===== config.mk =====
export PLATFORM = sky130hd
export DESIGN_NAME = lcd_bl_pwr_seq
export DESIGN_NICKNAME = d
export VERILOG_FILES = /design/src/rtl/lcd_bl_pkg.sv /design/src/rtl/lcd_bl_pwr_seq_tick_div.sv /design/src/rtl/lcd_bl_pwr_seq.sv
export SDC_FILE = /design/constraint.sdc
export NUM_CORES = 1
export LEC_CHECK = 0
export CAP_MARGIN = 20
export CORE_AREA = 2 2 83 77
export DETAILED_ROUTE_END_ITERATION = 10
export DIE_AREA = 0 0 85 79
export PLACE_DENSITY = 0.79
export SKIP_LAST_GASP = 1
export SYNTH_ARGS = -nofsm -noshare
export SYNTH_HDL_FRONTEND = slang
export SYNTH_HIERARCHICAL = 1
export SYNTH_SLANG_ARGS = --single-unit

===== constraint.sdc =====
create_clock -name aclk -period 3.8 [get_ports aclk]
set_input_delay 0.76 -clock aclk [delete_from_list [all_inputs] [get_ports aclk]]
set_output_delay 0.76 -clock aclk [all_outputs]
set_load 0.02 [all_outputs]

===== src/rtl/lcd_bl_pkg.sv =====
// Shared types and constants for the LCD backlight / power-down sequencer.
package lcd_bl_pkg;

  localparam int unsigned LEVEL_W   = 5;
  localparam int unsigned PWM_SLOTS = 31;

  typedef enum logic [1:0] {
    StRun,
    StRampDown,
    StHold,
    StKill
  } state_e;

endpackage


===== src/rtl/lcd_bl_pwr_seq_tick_div.sv =====
// Free-running divider: one-cycle tick every DIV cycles, first tick at cycle DIV-1.
module tick_div #(
  parameter int unsigned DIV = 2
) (
  input  logic aclk,
  input  logic areset,
  output logic tick
);

  localparam int unsigned CW = (DIV > 1) ? $clog2(DIV) : 1;
  localparam logic [CW-1:0] LAST = CW'(DIV - 1);

  logic [CW-1:0] cnt_q, cnt_d;

  assign tick = (cnt_q == LAST);

  always_comb begin
    cnt_d = tick ? '0 : cnt_q + 1'b1;
  end

  always_ff @(posedge aclk or posedge areset) begin
    if (areset) begin
      cnt_q <= '0;
    end else begin
      cnt_q <= cnt_d;
    end
  end

endmodule


===== src/rtl/lcd_bl_pwr_seq.sv =====
// Backlight ramp + PWM and the orderly shutdown sequencer (DMA stop, ramp to 0, hold, kill).
module lcd_bl_pwr_seq
  import lcd_bl_pkg::*;
#(
  parameter int unsigned PWM_DIV      = 64,
  parameter int unsigned RAMP_DIV     = 65536,
  parameter int unsigned OFF_HOLD_CYC = 1000000
) (
  input  logic               aclk,
  input  logic               areset,
  input  logic [LEVEL_W-1:0] lcd_led_level,
  input  logic               pwr_off_req,
  input  logic               dma_run_en,
  output logic               dma_fsm_aresetn,
  output logic               lcd_bl_pwm,
  output logic [LEVEL_W-1:0] cur_level,
  output logic               ramp_busy,
  output logic               pwr_kill
);

  localparam int unsigned HW = (OFF_HOLD_CYC > 1) ? $clog2(OFF_HOLD_CYC) : 1;
  localparam logic [HW-1:0] HOLD_INIT = HW'(OFF_HOLD_CYC - 1);
  localparam logic [LEVEL_W-1:0] SLOT_LAST = LEVEL_W'(PWM_SLOTS - 1);

  logic slot_tick, ramp_tick, slot_wrap;
  state_e state_q, state_d;
  logic [HW-1:0] hold_q, hold_d;
  logic [LEVEL_W-1:0] cur_q, cur_d, slot_q, slot_d, duty_q, duty_d, target;
  logic pwm_q, busy_q, kill_q, dma_q;

  tick_div #(.DIV(PWM_DIV)) u_slot_div (
    .aclk   (aclk),
    .areset (areset),
    .tick   (slot_tick)
  );

  tick_div #(.DIV(RAMP_DIV)) u_ramp_div (
    .aclk   (aclk),
    .areset (areset),
    .tick   (ramp_tick)
  );

  // Aborts (pwr_off_req low) win over the zero-level and hold-expiry transitions.
  always_comb begin
    state_d = state_q;
    hold_d  = hold_q;
    unique case (state_q)
      StRun: begin
        if (pwr_off_req) state_d = StRampDown;
      end
      StRampDown: begin
        if (!pwr_off_req) begin
          state_d = StRun;
        end else if (cur_q == '0) begin
          state_d = StHold;
          hold_d  = HOLD_INIT;
        end
      end
      StHold: begin
        if (!pwr_off_req) begin
          state_d = StRun;
        end else if (hold_q == '0) begin
          state_d = StKill;
        end else begin
          hold_d = hold_q - 1'b1;
        end
      end
      StKill: begin
        state_d = StKill;
      end
      default: state_d = StRun;
    endcase
  end

  always_comb begin
    target = (state_q == StRun) ? lcd_led_level : '0;
    cur_d  = cur_q;
    if (ramp_tick) begin
      if (cur_q < target) begin
        cur_d = cur_q + 1'b1;
      end else if (cur_q > target) begin
        cur_d = cur_q - 1'b1;
      end
    end
  end

  // Duty is only reloaded at the period boundary so a level change never cuts a pulse short.
  always_comb begin
    slot_wrap = slot_tick && (slot_q == SLOT_LAST);
    slot_d    = slot_q;
    duty_d    = duty_q;
    if (slot_tick) slot_d = slot_wrap ? '0 : slot_q + 1'b1;
    if (slot_wrap) duty_d = cur_q;
  end

  always_ff @(posedge aclk or posedge areset) begin
    if (areset) begin
      state_q <= StRun;
      hold_q  <= '0;
      cur_q   <= '0;
      slot_q  <= '0;
      duty_q  <= '0;
      pwm_q   <= 1'b0;
      busy_q  <= 1'b0;
      kill_q  <= 1'b0;
      dma_q   <= 1'b0;
    end else begin
      state_q <= state_d;
      hold_q  <= hold_d;
      cur_q   <= cur_d;
      slot_q  <= slot_d;
      duty_q  <= duty_d;
      pwm_q   <= (slot_q < duty_q);
      busy_q  <= (cur_q != target);
      kill_q  <= kill_q | (state_d == StKill);
      dma_q   <= dma_run_en & (state_q == StRun);
    end
  end

  assign dma_fsm_aresetn = dma_q;
  assign lcd_bl_pwm      = pwm_q;
  assign cur_level       = cur_q;
  assign ramp_busy       = busy_q;
  assign pwr_kill        = kill_q;

endmodule

==> results by group <==
Outcome
  • Status: finished, final reports clean

Worst hold path
  • Hold path startpoint: u_ramp_div/cnt_q[0]$_DFF_PP0_
  • Worst hold endpoint: u_ramp_div/cnt_q[0]$_DFF_PP0_
  • Min-Delay Path Class: reg -> reg
  • Worst Hold Path Cells: 1

Worst setup path
  • R2R Setup Slk: 0.59 ns
  • Worst setup SP type: primary input
  • Critical path class: in -> reg
  • R2R Path End: cur_level[4]$_DFFE_PP0P_
  • Worst Path Max Fanout: 5
  • Crit. End Element: flip-flop
  • Arrival @ worst endpoint: 3.53 ns
  • Reg-to-reg startpoint: state_q[0]$_DFF_PP0_
  • Worst EP required: 4.06 ns
  • R2r worst-path depth: 13

Finish
  • N_diodes: 0
  • Multi-input logic area: 0.00169 mm^2
  • Share of cells above drive strength 1: 9.37%
  • Most frequent cells in the layout: dfrtp_1, nand2_1, nor2_1, a21oi_1, o21ai_0
  • Fillers: 465
  • Most common cell after layout, fill and taps aside: dfrtp_1
  • Reg area: 0.00158 mm^2
  • Final net count: 386
  • Fin area: 0.00383 mm^2
  • Layout Area Growth over Synthesis: 13.7%

Yosys
  • Ys flop type: dfrtp_1
  • Synth Area in Simple Gates: 22.4%
  • Synth Instances: 339
  • Syn avg cell area: 9.94 um^2
  • Synthesized netlist net count: 366
  • EDFF count, synth: 0
  • Sequential element share of the synthesized area: 46.8%
  • Area of the mapped netlist: 0.00337 mm^2
  • Synth Area in Adders: 6.90%
  • Async SR Flop Fraction: 100%
  • Largest family of logic cells by synthesized area: simple AND/OR/NAND/NOR gates
  • Mux share of post-synthesis cell area: 1.97%
  • FF+latch count, synth: 63
  • Syn. warnings: 6
  • Synth cell types: 54
  • XOR/XNOR Fraction of Synth Area: 5.46%
  • Synth Area in Compound Gates: 13.3%

Timing
  • RSZ-0062 raised after global routing: false
  • Tcrit/Tclk final: 86.0%
  • Accumulated negative setup slack: 0 ns
  • Worst Max-Slew Pin Slew: 0.673 ns
  • Final min period: 3.27 ns
  • Relative slew slack: 54.7%
  • Setup Skew: 0.00521 ns
  • Hold Vio Cnt, Final: 0
  • Finish-stage setup viols: 0
  • Final slew viol count: 0
  • Fmax: 306 MHz

Clocking
  • Clock latency reported for the late side of the worst-skew pair: 0.33 ns
  • Maximum buffer depth of the clock tree: 2
  • Num CTS Buffers: 9
  • CTS clk-pin slew, worst paths: 0.06 ns
  • Post-CTS Hold Buffers: 0
  • CTS tree: built
  • Cts repair resizes: 0
  • Postcts setup bufs: 0
  • H-tree depth: 3
  • # clock sinks: 63
  • CTS Root Cell: clkbuf_8

Placement
  • Dpl cell area: 0.00360 mm^2
  • Gpl congestion: 0.840
  • HPWL after DPL: 4330 um
  • Port Buffer Count: 17

Routing
  • Vias: 2574
  • # DRC: 0
  • ANT nets after route: 0
  • Drt total wl: 6210 um
  • DR vias/cell: 5.92
  • Routed WL per cell: 14.3 um
  • DR iter-0 viols: 210
  • Total iterations of the first detailed-routing run: 4

Floorplanning
  • DIE HEIGHT: 79 um
  • Die Area: 0.00672 mm^2
  • Num rows: 27
  • CORE AREA: 0.00591 mm^2
  • Top Ports: 18
  • Starting density of the core: 57.0%
  • Die X-Extent: 85 um

GRT
  • Vias in the first global route: 2479
  • Grt total ovfl: 0
  • First-pass GRT wire length: 11000 um
  • GRT Util Overall: 20.4%
  • Largest net degree at the start of global routing: 42
  • Initial antenna violation count: 0

Power and ir drop
  • PD cells: 465 mW/mm^2
  • VDD IR max: 310 uV
  • Final Power: 1.78 mW
  • LEAKAGE: 1.69 nW

Flow run
  • Max-cap violations: 0
## cell families after synthesis
| family | Yosys count |
|---|---|
| AOI/OAI and AO/OA | 71 |
| xor gates and xnor gates | 21 |
| adders and majority gates | 18 |
| buffers and inverters | 27 |
| DFF | 63 |
| muxes | 6 |
| and+or+nand+nor | 133 |
## state kept, by name (all words and copies together) (netlist names)
name and flops:
hold_q 20, u_ramp_div/cnt_q 16, u_slot_div/cnt_q 6, cur_level 5, duty_q 5, slot_q 5, state_q 2, dma_fsm_aresetn 1
lcd_bl_pwm 1, pwr_kill 1, ramp_busy 1
## cells in the mapped netlist (2+ instances only)
cell      instances  area (um^2)
or3_2             2         15.0
nand3_1          16         80.1
nor3b_1           2         15.0
or3_1             6         37.5
o21ai_0          18         90.1
buf_2             2         10.0
a211oi_1          2         15.0
and4_1            2         17.5
xnor2_1           6         52.6
a311oi_1          2         17.5
mux2_2            5         56.3
a21o_1            5         37.5
o31a_1            2         17.5
dfrtp_1          63         1580
nand2_1          26         97.6
nor2_1           23         86.3
a31oi_1           4         25.0
or4_1            10         75.1
inv_1            17         63.8
nor4_1            6         37.5
nand2b_1          4         25.0
nor2b_1           2         12.5
and2_1            5         31.3
xor2_1           15          131
o31ai_1          10         75.1
nor3_1            6         30.0
a21oi_1          19         95.1
and3_1            6         37.5
clkbuf_1          7         26.3
nand4_1           6         37.5
ha_1             17          213
## critical path, stage by stage
cell,delay (ns)
clkdlybuf4s50_1,0.45
nand2_1,0.05
ha_1,0.32
a21oi_1,0.12
o21ai_0,0.09
a221oi_1,0.34
inv_1,0.19
fa_1,0.44
a21o_1,0.18
a21oi_1,0.17
nand3_1,0.09
mux2i_1,0.18
xor2_1,0.15
## power by group
group	switching, mW	total (mW)	internal, mW	leakage, nW
Clock	0.242	0.660	0.418	0.118
Combinational	0.202	0.340	0.138	0.788
Sequential	0.0628	0.783	0.720	0.787
## per-stage QoR
step / setup slack, ns / util, % / hold slack [ns] / cells
after detailed placement: 0.219 / 60.9 / 0.458 / 420
after global routing: 0.256 / 64.8 / 0.510 / 435
final: 0.533 / 64.8 / 0.465 / 435
after global placement: 0.300 / 60.9 / 0.441 / 420
after floorplan: 0.867 / - / 0.424 / 339
after CTS: 0.565 / 64.8 / 0.467 / 435
## metal layers
metal	GRT usage, %	wire [um]	vias to the layer above
met5	0	0	-
met3	5.20	302	7
met1	27.2	2930	1249
li1	-	-	1266
met2	32.1	2920	52
met4	8.10	61	0
## final cells by class
cell class	count	area share, %
flip-flops and latches	63	41.1
clock inverters	3	1.70
well taps	72	2.35
multi-input cells	249	44.0
repair buffers	19	4.83
clock buffers	12	4.31
inverters	17	1.67
## how the worst max path moves through the flow
stage / slack (ns) / to / cells after the start / startpoint
6_report: 0.53 / cur_level[4]$_DFFE_PP0P_ / 13 / lcd_led_level[2]
5_1_grt: 0.26 / cur_level[4]$_DFFE_PP0P_ / 13 / state_q[1]$_DFF_PP0_
4_1_cts: 0.57 / cur_level[4]$_DFFE_PP0P_ / 13 / lcd_led_level[2]
3_5_place_dp: 0.22 / cur_level[4]$_DFFE_PP0P_ / 13 / lcd_led_level[2]
3_3_place_gp: 0.30 / cur_level[4]$_DFFE_PP0P_ / 13 / lcd_led_level[2]
2_1_floorplan: 0.87 / cur_level[4]$_DFFE_PP0P_ / 14 / state_q[1]$_DFF_PP0_
Note: power is estimated with default switching activity, not from simulation.
